**src/rtl/cp0_irq_unit_pkg.sv**
```systemverilog
// Shared CP0 definitions: register numbers, field positions, exception codes.
package cp0_irq_unit_pkg;

  localparam int unsigned HWINT_W = 6;
  localparam int unsigned REG_W   = 5;
  localparam int unsigned XLEN    = 32;

  localparam logic [REG_W-1:0] CP0_SR    = 5'd12;
  localparam logic [REG_W-1:0] CP0_CAUSE = 5'd13;
  localparam logic [REG_W-1:0] CP0_EPC   = 5'd14;
  localparam logic [REG_W-1:0] CP0_PRID  = 5'd15;

  localparam int unsigned IM_HI  = 15;
  localparam int unsigned IM_LO  = 10;
  localparam int unsigned EXL    = 1;
  localparam int unsigned IE     = 0;
  localparam int unsigned BD_POS = 31;
  localparam int unsigned EXC_HI = 6;
  localparam int unsigned EXC_LO = 2;

  localparam logic [4:0] EXC_INT  = 5'd0;
  localparam logic [4:0] EXC_ADEL = 5'd4;
  localparam logic [4:0] EXC_ADES = 5'd5;
  localparam logic [4:0] EXC_RI   = 5'd10;
  localparam logic [4:0] EXC_OV   = 5'd12;

  typedef struct packed {
    logic [HWINT_W-1:0] im;
    logic               exl;
    logic               ie;
  } sr_t;

  typedef struct packed {
    logic               bd;
    logic [HWINT_W-1:0] ip;
    logic [4:0]         exc_code;
  } cause_t;

  function automatic logic [XLEN-1:0] pack_sr(input sr_t s);
    return {16'b0, s.im, 8'b0, s.exl, s.ie};
  endfunction

  function automatic logic [XLEN-1:0] pack_cause(input cause_t c);
    return {c.bd, 15'b0, c.ip, 3'b0, c.exc_code, 2'b0};
  endfunction

endpackage

```
**src/rtl/cp0_irq_unit.sv**
```systemverilog
// CP0 exception/interrupt unit: SR/Cause/EPC/PRId, exception request, mtc0/mfc0/eret.
module cp0_irq_unit
  import cp0_irq_unit_pkg::*;
#(
  parameter logic [31:0] PRID = 32'h0000_7777
) (
  input  logic               clk,
  input  logic               reset,
  input  logic [REG_W-1:0]   A1,
  input  logic [REG_W-1:0]   A2,
  input  logic [XLEN-1:0]    Din,
  input  logic               WE,
  input  logic [XLEN-1:0]    PC,
  input  logic               BD,
  input  logic [4:0]         ExcCodeIn,
  input  logic [HWINT_W-1:0] HWInt,
  input  logic               EXLClr,
  output logic               Req,
  output logic [XLEN-1:0]    EPC,
  output logic [XLEN-1:0]    Dout
);

  sr_t          sr_q;
  cause_t       cause_q;
  logic [29:0]  epc_q;

  logic         int_req;
  logic         exc_req;
  logic         sr_we;
  logic         epc_we;
  logic [29:0]  epc_next;

  // Requests are evaluated from live inputs; EXL masks both kinds.
  assign int_req = (|(HWInt & sr_q.im)) & sr_q.ie & ~sr_q.exl;
  assign exc_req = (ExcCodeIn != EXC_INT) & ~sr_q.exl;
  assign Req     = int_req | exc_req;

  assign sr_we   = WE & (A2 == CP0_SR);
  assign epc_we  = WE & (A2 == CP0_EPC);

  // Delay-slot instructions restart at the preceding branch (word-aligned, wraps).
  assign epc_next = BD ? (PC[31:2] - 30'd1) : PC[31:2];

  // SR: exception entry beats eret, which beats an mtc0 write to EXL.
  always_ff @(posedge clk or posedge reset) begin
    if (reset) begin
      sr_q <= '0;
    end else if (Req) begin
      sr_q.exl <= 1'b1;
    end else begin
      if (sr_we) begin
        sr_q.im  <= Din[IM_HI:IM_LO];
        sr_q.exl <= Din[EXL];
        sr_q.ie  <= Din[IE];
      end
      if (EXLClr) begin
        sr_q.exl <= 1'b0;
      end
    end
  end

  // Cause is hardware-owned; IP mirrors HWInt with one cycle of delay.
  always_ff @(posedge clk or posedge reset) begin
    if (reset) begin
      cause_q <= '0;
    end else begin
      cause_q.ip <= HWInt;
      if (Req) begin
        cause_q.bd       <= BD;
        cause_q.exc_code <= int_req ? EXC_INT : ExcCodeIn;
      end
    end
  end

  always_ff @(posedge clk or posedge reset) begin
    if (reset) begin
      epc_q <= '0;
    end else if (Req) begin
      epc_q <= epc_next;
    end else if (epc_we) begin
      epc_q <= Din[31:2];
    end
  end

  assign EPC = {epc_q, 2'b00};

  // mfc0 read mux.
  always_comb begin
    Dout = '0;
    case (A1)
      CP0_SR:    Dout = pack_sr(sr_q);
      CP0_CAUSE: Dout = pack_cause(cause_q);
      CP0_EPC:   Dout = {epc_q, 2'b00};
      CP0_PRID:  Dout = PRID;
      default:   Dout = '0;
    endcase
  end

  logic unused_bits;
  assign unused_bits = ^{Din[XLEN-1:IM_HI+1], Din[IM_LO-1:EXL+1], PC[1:0]};

endmodule

```
**config.mk**
```make
export PLATFORM = sky130hd
export DESIGN_NAME = cp0_irq_unit
export DESIGN_NICKNAME = d
export VERILOG_FILES = /design/src/rtl/cp0_irq_unit_pkg.sv /design/src/rtl/cp0_irq_unit.sv
export SDC_FILE = /design/constraint.sdc
export NUM_CORES = 1
export LEC_CHECK = 0
export CELL_PAD_IN_SITES_DETAIL_PLACEMENT = 1
export CELL_PAD_IN_SITES_GLOBAL_PLACEMENT = 1
export CORE_ASPECT_RATIO = 0.5
export CORE_MARGIN = 2
export CORE_UTILIZATION = 31
export CTS_CLUSTER_DIAMETER = 40
export DETAILED_ROUTE_END_ITERATION = 10
export HOLD_SLACK_MARGIN = 0.08
export PLACE_DENSITY = 0.86
export SETUP_SLACK_MARGIN = 0.05
export SLEW_MARGIN = 15
export SYNTH_ARGS = -nofsm -noshare
export SYNTH_HDL_FRONTEND = slang
export SYNTH_SLANG_ARGS = --single-unit
```
**constraint.sdc**
```tcl
create_clock -name clk -period 2.6 [get_ports clk]
set_clock_uncertainty 0.2 [all_clocks]
set_input_delay 0.39 -clock clk [delete_from_list [all_inputs] [get_ports clk]]
set_output_delay 0.39 -clock clk [all_outputs]
set_load 0.02 [all_outputs]
```
==> results.toml, run 1 <==
[finish]
diodes = 0
drive_above_1_share_pct = 16.3
stdcell_count = 703
layout.nets = 648
n_fill_cell = 1254
synthToLayoutAreaGrowth_pct = 60.0

[global_route]
grt_pass1_vias = 4133
track_usage_pct = 23.6
grt_overflow_total = 0
grt_pass1_wl_um = 22600
antenna_found_initial = 0
grt_start_max_net_pins = 51

[flow_run]
drv_cap = 0

[sta]
max_freq_ghz = 0.401
setup_violations = 0
period_share_pct = 95.9
fin_setup_tns_ns = 0
rsz0062_at_grt = "no"
finalHoldViolCount = 0
tightest_slew_ns = 0.517
slew_headroom_pct = 65.5
drv_slew = 0
min_period_ns = 2.49

[placement]
hpwl_um = 11000
gp_congestion = 0.823
io_buffers = 150
dp_cells = 695

[logic_synthesis]
ys_top_cells_by_area = "dfrtp_1, mux2i_1, o31a_1, and4_1, a31oi_1"
synth-xor-area-share_pct = 2.99
synth-simple-area-share_pct = 29.3
synthMuxAreaShare_pct = 10.8
syn_area_um2 = 3510
netlist_instances = 377
synth_common_cells = "dfrtp_1, mux2i_1, nor2_1"
ys_seq_area_share_pct = 35.6
synth_compound_area_share_pct = 16.6
yosysMostFrequentCell = "dfrtp_1"
ys_warn_count = 0
postSynth.asyncResetShare_pct = 100
synth_cell_types = 49
synth_top_area_share_pct = 35.6
avgSynthCellArea_um2 = 9.32
ys_seq_elements = 50
synthAdderAreaFrac_pct = 0.356
synth-main-ff-cell = "dfrtp_1"
synth-edff-count = 0
synth_area_leader_cell = "dfrtp_1"
synth_top_family_by_area = "simple AND/OR/NAND/NOR gates"

[power_and_ir_drop]
p_int_mw = 2.60
seqPwrFrac_pct = 32.8
ir_drop_mv = 0.285
power.total_mw = 4.30
clock_power_share_pct = 17.8
combPwrFrac_pct = 49.4
p_per_area_nw_per_um2 = 765
p_sw_mw = 1.70
p_leak_nw = 2.48
power.share.switching_pct = 39.5

[worst_setup_path]
setup.worst_path.end_class = "output pin"
critPathMaxFanout = 17
crit_chain = "clkdlybuf4s50_1, nor2b_2, buf_6, a21oi_1, nor2_1, dlygate4sd2_1"
cp-start-kind = "input pin"
required_ns = 2.01
crit_slowest_cell = "clkdlybuf4s50_1"
r2r_setup_slack_ns = 0.41
cpPeakStageDelay_ns = 0.52
worstSetupPathType = "input pin to output pin"
cp.arrival_ns = 1.90

[floorplan]
fp.dieW_um = 155
core_area_um2 = 11000
dieArea_um2 = 12200
die_height_um = 79.3
num_rows = 27
io_pins = 155
start_util_pct = 31.9

[clock_tree]
clock_latency_ns = 0.29
cts_buffer_depth = 2
clk_pin_slew_ns = 0.07
cts.sink_count = 50
cts-root-buf = "clkbuf_16"
postCtsHoldBufs = 0
htree_levels = 2
cts_resized = 41
post-cts-setup-buffers = 0
cts_buffers = 5
tritoncts = "done"

[detailed_routing]
viasPerCell = 5.48
wl_per_cell_um = 20.6
first_pass_iters = 4
vias = 3853
drtIter0Drc = 177
wirelength_um = 14500
ant_nets = 0
drc = 0

[status]
status = "completed"

[hold_path]
hp-class = "input pin to asynchronous set/reset pin"
## per-layer routing
metal	GRT usage, %	routed length, um	vias up
met4	8.43	397	0
met1	28.9	6130	1902
met5	0	0	-
met3	2.89	593	29
met2	43.2	7350	102
li1	-	-	1820
## power by group through the flow
stage / Clock [mW] / Sequential (mW) / Combinational (mW)
4_1_cts: 0.776 / 1.41 / 2.12
3_5_place_dp: 0 / 1.42 / 2.12
6_report: 0.764 / 1.41 / 2.12
5_1_grt: 0.802 / 1.46 / 2.26
2_1_floorplan: 0 / 1.59 / 0.865
3_3_place_gp: 0 / 1.41 / 2.06
## layout make-up
cell class                 instances  area (um2)  share of cell area (%)
multi-input combinational        294        2140                    38.0
timing repair buffer             200        1860                    33.1
sequential                        50        1250                    22.3
tap                              145         181                    3.23
clock buffer                       6         129                    2.29
clock inverter                     2        37.5                   0.668
inverter                           6        22.5                   0.401
## flip-flops by register name, summed over array words and instances, names as in the netlist
| name | count |
|---|---|
| cause_q | 12 |
| sr_q | 8 |
| epc_q | 30 |
## cells by family after synthesis
logic type / after synthesis
flip-flops: 50
other: 1
AND/OR/NAND/NOR: 160
AO/OA/AOI/OAI: 82
buffers and inverters: 34
adder cells (fa/ha/maj): 1
XOR/XNOR: 12
multiplexers: 37
## cells in the final DEF, fill, tap and decap left out, types with 4 or more instances in the layout
cell / netlist / layout
nand2_1: 16 / 16
dfrtp_1: 50 / 50
dlygate4sd2_1: 0 / 30
o31a_1: 17 / 17
and4_1: 16 / 16
a21o_1: 5 / 5
a21oi_1: 9 / 9
a211oi_1: 4 / 4
mux2i_1: 29 / 29
xor2_1: 9 / 9
nand3_1: 5 / 5
nor4_1: 17 / 17
or4_1: 11 / 11
nor3b_1: 5 / 5
clkbuf_16: 0 / 5
o31ai_1: 11 / 11
nor3_1: 8 / 8
mux2_2: 8 / 8
clkdlybuf4s50_1: 0 / 116
buf_4: 2 / 47
and3_1: 16 / 16
o21ai_0: 11 / 11
or3_1: 9 / 9
nor2_1: 23 / 22
a31oi_1: 18 / 18
nor2b_1: 6 / 5
## metrics by stage
stage                     cell area (um2)  worst slack (ns)  hold slack (ns)  util, %
after floorplan                      3520             0.489            0.221        -
after global placement               5480            -0.198            0.259     49.8
after detailed placement             5480            -0.275            0.267     49.8
after CTS                            5620            0.0621            0.277     51.1
after global routing                 5620            0.0639            0.291     51.0
final                                5620             0.106            0.254     51.0
## worst max-delay path, delay by kind of cell
family	cells	cell delay, ns
compound gates	1	0.11
simple gates	2	0.33
buf+inv	3	1.08
## worst paths after layout
path,cells past startpoint,start,endpoint
worst max-delay path,6,A1[1],Dout[15]
worst min-delay path,3,reset,sr_q[0]
worst max register to register,7,sr_q[3],sr_q[0]
worst min register to register,1,cause_q[0],cause_q[0]
max in group asynchronous,3,reset,epc_q[21]
min in group clk,1,cause_q[0],cause_q[0]
Power figures use the tool's default switching activity.
==> inputs of run 2 (changes only) <==
--- a/config.mk
+++ b/config.mk
@@ -5,9 +5,11 @@
 export SDC_FILE = /design/constraint.sdc
 export NUM_CORES = 1
 export LEC_CHECK = 0
+export ABC_CLOCK_PERIOD_IN_PS = 2600
+export CAP_MARGIN = 20
 export CELL_PAD_IN_SITES_DETAIL_PLACEMENT = 1
 export CELL_PAD_IN_SITES_GLOBAL_PLACEMENT = 1
-export CORE_ASPECT_RATIO = 0.5
+export CORE_ASPECT_RATIO = 0.8
 export CORE_MARGIN = 2
 export CORE_UTILIZATION = 31
 export CTS_CLUSTER_DIAMETER = 40
==> run 2 against run 1 <==
  * Total power increased by 1.3%
  * First-iteration DRC count decreased by 25%
  * Wire length increased by 0.76%
  * Setup slack improved by 0.015 ns
  * Sequential share of layout area increased by 0.26 points
  * Global-route usage increased by 0.36 points
  * Sequential cell count unchanged
  * Final cell count decreased by 1.4%
  * Cell area decreased by 1.1%
  * Worst hold slack improved by 0.0011 ns
  * Register-to-register slack improved by 0.05 ns
  * Critical path type unchanged
  * Critical endpoint is now Dout[3]
  * Largest power group unchanged
==> results.toml, run 2 (same netlist as run 1, synthesis figures left out) <==
[status]
status = "completed"

[clock_tree]
cts.sink_count = 50
cts_buffers = 5
cts_buffer_depth = 2
cts-root-buf = "clkbuf_16"
tritoncts = "done"
clock_latency_ns = 0.30
htree_levels = 2
clk_pin_slew_ns = 0.07

[power_and_ir_drop]
ir_drop_mv = 0.382
power.total_mw = 4.35
p_leak_nw = 2.42
p_per_area_nw_per_um2 = 784

[floorplan]
core_area_um2 = 11000
start_util_pct = 32.0
io_pins = 155
die_height_um = 99.2
fp.dieW_um = 123
dieArea_um2 = 12200
num_rows = 34

[global_route]
grt_pass1_vias = 4004
antenna_found_initial = 1
track_usage_pct = 23.9
grt_pass1_wl_um = 22700
grt_overflow_total = 0
grt_start_max_net_pins = 29

[detailed_routing]
drtIter0Drc = 132
drc = 0
vias = 3855
first_pass_iters = 4
viasPerCell = 5.56
wirelength_um = 14600
ant_nets = 0
wl_per_cell_um = 21.0

[worst_setup_path]
setup.worst_path.end_class = "output pin"
cp.arrival_ns = 1.89
critPathLaunch = "A1[3]"
crit_slowest_cell = "clkdlybuf4s50_1"
required_ns = 2.01
cp-start-kind = "input pin"
cpPeakStageDelay_ns = 0.46
worstSetupPathType = "input pin to output pin"
critPathMaxFanout = 9
r2r_start = "sr_q[5]"
crit_chain = "clkdlybuf4s50_1, nand2_1, or2_2, buf_12, nor2_1, dlygate4sd2_1"

[sta]
setup_violations = 0
tightest_slew_ns = 0.532
max_freq_ghz = 0.403
slew_headroom_pct = 64.4
holdWs_ns = 0.255
rsz0062_at_grt = "yes"
finalHoldViolCount = 0
min_period_ns = 2.48
drv_slew = 0
period_share_pct = 95.4

[flow_run]
drv_cap = 0

[placement]
hpwl_um = 11800
gp_congestion = 0.886
io_buffers = 150

[hold_path]
hp-class = "input pin to asynchronous set/reset pin"

[finish]
synthToLayoutAreaGrowth_pct = 58.2
largest_register_ffs = 30
top_register = "epc_q"
diodes = 0
mostFrequentLayoutCells = "clkdlybuf4s50_1, dfrtp_1, buf_4"
layout.nets = 639
mostFrequentLayoutCell = "clkdlybuf4s50_1"
drive_above_1_share_pct = 15.3
largestRegisters = "epc_q: 30 flops, cause_q: 12 flops, sr_q: 8 flops"
[run 2: layout make-up]
| type | instances | area, um2 |
|---|---|---|
| tap | 144 | 180 |
| fill | 1263 | 5420 |
| clock buffer | 5 | 125 |
| clock inverter | 3 | 48.8 |
| timing repair buffer | 191 | 1790 |
| sequential | 50 | 1250 |
| inverter | 6 | 22.5 |
| multi-input combinational | 294 | 2140 |
[run 2: path summary, 6_finish.rpt]
| path | endpoint | slack [ns] | depth (start not counted) |
|---|---|---|---|
| hold / removal | epc_q[14] | 0.25 | 2 |
| min in group clk | cause_q[3] | 0.29 | 1 |
| hold reg to reg | cause_q[3] | 0.29 | 1 |
| max in group asynchronous | epc_q[12] | 1.41 | 3 |
| setup reg to reg | sr_q[7] | 0.46 | 6 |
| setup / recovery | Dout[3] | 0.12 | 6 |
[run 2: power by group]
part           total [mW]  leakage [nW]  internal, mW  switching (mW)
clock               0.783        0.0819         0.461           0.322
combinational        2.13          1.76          1.03            1.10
sequential           1.44         0.586          1.10           0.336
[run 2: repair_timing]
| item | CTS | global route |
|---|---|---|
| hold buffers | 0 | 0 |
| resized for setup | 37 | 10 |
| setup endpoints to repair | 33 | 5 |
| buffers inserted | 0 | 1 |
| pin swaps | 2 | 2 |
[run 2: critical path: cells and delay by family]
kind,cells,cell delay (ns)
buf+inv,3,0.98
simple gates,3,0.52
[run 2: routing by layer]
| layer | vias up | GRT usage [%] | part of all wire, % |
|---|---|---|---|
| met5 | - | 0 | 0.075 |
| met4 | 2 | 5.51 | 1.3 |
| met3 | 16 | 3.38 | 5.7 |
| met2 | 117 | 41.0 | 50 |
| met1 | 1928 | 32.0 | 43 |
| li1 | 1792 | - | - |
[run 2: through the flow]
step	cells	setup TNS [ns]	utilization (%)	setup WS, ns	instance area, um2
floorplan	378	0	-	0.489	3520
global placement	684	-2.64	49.2	-0.208	5400
detailed placement	684	-4.17	49.2	-0.236	5400
CTS	692	0	50.6	0.0527	5550
global route	693	0	50.6	0.0357	5560
finish	693	0	50.6	0.121	5560
==> inputs of run 3 (changes only) <==
--- a/config.mk
+++ b/config.mk
@@ -7,13 +7,14 @@
 export LEC_CHECK = 0
 export ABC_CLOCK_PERIOD_IN_PS = 2600
 export CAP_MARGIN = 20
-export CELL_PAD_IN_SITES_DETAIL_PLACEMENT = 1
+export CELL_PAD_IN_SITES_DETAIL_PLACEMENT = 0
 export CELL_PAD_IN_SITES_GLOBAL_PLACEMENT = 1
 export CORE_ASPECT_RATIO = 0.8
 export CORE_MARGIN = 2
 export CORE_UTILIZATION = 31
 export CTS_CLUSTER_DIAMETER = 40
 export DETAILED_ROUTE_END_ITERATION = 10
+export GPL_ROUTABILITY_DRIVEN = 0
 export HOLD_SLACK_MARGIN = 0.08
 export PLACE_DENSITY = 0.86
 export SETUP_SLACK_MARGIN = 0.05
==> run 3 against run 2 <==
  * Sequential cell count unchanged
  * Clock power decreased by 13%
  * Maximum frequency down 2.1%
  * Sequential share of layout area up 0.066 points
  * Sequential power is essentially flat
  * Clock-buffer cell count grew 1
  * First-iteration DRC count up 60%
==> results.toml, run 3 (same netlist as run 1, synthesis figures left out) <==
[power_and_ir_drop]
power.share.switching_pct = 39.6
p_per_area_nw_per_um2 = 753
p_leak_nw = 2.43
clock_power_share_pct = 16.4
p_int_mw = 2.52
p_sw_mw = 1.65
seqPwrFrac_pct = 34.1
ir_drop_mv = 0.331
combPwrFrac_pct = 49.6

[detailed_routing]
first_pass_iters = 4
ant_nets = 0
drc = 0
vias = 3706
wirelength_um = 12500
drtIter0Drc = 211
viasPerCell = 5.36
wl_per_cell_um = 18.0

[finish]
layout.nets = 638
largest_register_ffs = 30
n_fill_cell = 1018
drive_above_1_share_pct = 14.6
mostFrequentLayoutCell = "clkdlybuf4s50_1"
synthToLayoutAreaGrowth_pct = 57.7
diodes = 0
mostFrequentLayoutCells = "clkdlybuf4s50_1, dfrtp_1, buf_4"
top_register = "epc_q"
largestRegisters = "epc_q: 30 flops, cause_q: 12 flops, sr_q: 8 flops"

[clock_tree]
postCtsHoldBufs = 0
tritoncts = "done"
cts.sink_count = 50
cts-root-buf = "clkbuf_16"
htree_levels = 2
clk_pin_slew_ns = 0.07
clock_latency_ns = 0.29
cts_buffer_depth = 2
post-cts-setup-buffers = 0
cts_buffers = 5

[placement]
io_buffers = 150
hpwl_um = 10100

[worst_setup_path]
required_ns = 2.01
cp.arrival_ns = 1.94
r2r_setup_slack_ns = 0.52
worstSetupPathType = "input pin to output pin"
path_delay_family = "buffers and inverters"
cp-start-kind = "input pin"
setup.worst_path.end_class = "output pin"
r2r-end = "cause_q[11]"
cpPeakStageDelay_ns = 0.45
r2r_cells = 5
critPathMaxFanout = 2
path_buf_inv = 3
crit_slowest_cell = "clkdlybuf4s50_1"
crit_chain = "clkdlybuf4s50_1, a22oi_2, a311oi_4, nor2_2, clkinv_1, clkdlybuf4s15_1"
r2r_start = "sr_q[2]"

[sta]
rsz0062_at_grt = "yes"
setup_violations = 0
finalHoldViolCount = 0
period_share_pct = 97.4
tightest_slew_ns = 0.570
min_period_ns = 2.53
slew_headroom_pct = 61.8
fin_setup_tns_ns = 0
drv_slew = 0
holdWs_ns = 0.258
max_freq_ghz = 0.395

[global_route]
grt_util_met2_pct = 31.6
grt_pass1_vias = 3608
grt_pass1_wl_um = 19300
top_usage_layer = "met2"
grt_start_max_net_pins = 29
grt_overflow_total = 0
antenna_found_initial = 1
use_met1_pct = 29.2
track_usage_pct = 20.0
met3_usage_pct = 3.33

[floorplan]
start_util_pct = 32.0
fp.dieW_um = 123
die_height_um = 99.2
num_rows = 34
dieArea_um2 = 12200
core_area_um2 = 11000
io_pins = 155

[status]
status = "completed"

[hold_path]
hp-class = "input pin to asynchronous set/reset pin"

[flow_run]
drv_cap = 0
-- run 3: how the worst max path moves through the flow --
stage | start | end | slack [ns] | cells past startpoint
floorplan | A2[0] | sr_q[0] | 0.49 | 6
global placement | HWInt[0] | Req | -0.21 | 6
detailed placement | HWInt[0] | Req | -0.23 | 6
CTS | HWInt[2] | Req | 0.005 | 6
global route | HWInt[2] | Req | 0.006 | 6
finish | HWInt[2] | Req | 0.07 | 6
-- run 3: layout make-up --
type	instances	area, um2	area share (%)
inverter	6	22.5	0.407
timing repair buffer	190	1790	32.3
multi-input combinational	294	2140	38.6
clock buffer	6	139	2.51
sequential	50	1250	22.6
clock inverter	2	16.3	0.294
tap	144	180	3.25
-- run 3: power by group through the flow --
stage | combinational, mW | sequential, mW | clock [mW]
after floorplan | 0.865 | 1.59 | 0
after CTS | 2.07 | 1.42 | 0.690
after global routing | 2.21 | 1.46 | 0.729
final | 2.07 | 1.42 | 0.683
after global placement | 2.04 | 1.41 | 0
after detailed placement | 2.09 | 1.43 | 0
-- run 3: repair_timing --
item                                   in CTS  in global routing
pin swaps                                   0                  2
setup endpoints to repair                  33                  2
resized for setup                          35                  4
endpoints found under the hold margin       0                  0
-- run 3: metrics by stage --
stage / power (mW) / cells / utilization (%) / setup WS, ns / instance area, um2
2_1_floorplan: 2.46 / 378 / - / 0.489 / 3520
6_report: 4.17 / 692 / 50.5 / 0.0677 / 5540
5_1_grt: 4.40 / 692 / 50.5 / 0.00609 / 5540
3_3_place_gp: 3.45 / 684 / 49.2 / -0.208 / 5400
3_5_place_dp: 3.51 / 684 / 49.2 / -0.231 / 5400
4_1_cts: 4.18 / 692 / 50.4 / 0.00460 / 5530
-- run 3: per-layer routing --
| layer | wire length, um | vias to the layer above | share of wire [%] |
|---|---|---|---|
| met5 | 12 | - | 0.096 |
| met4 | 120 | 2 | 0.96 |
| met3 | 797 | 11 | 6.4 |
| met2 | 5740 | 118 | 46 |
| met1 | 5780 | 1780 | 46 |
| li1 | - | 1795 | - |
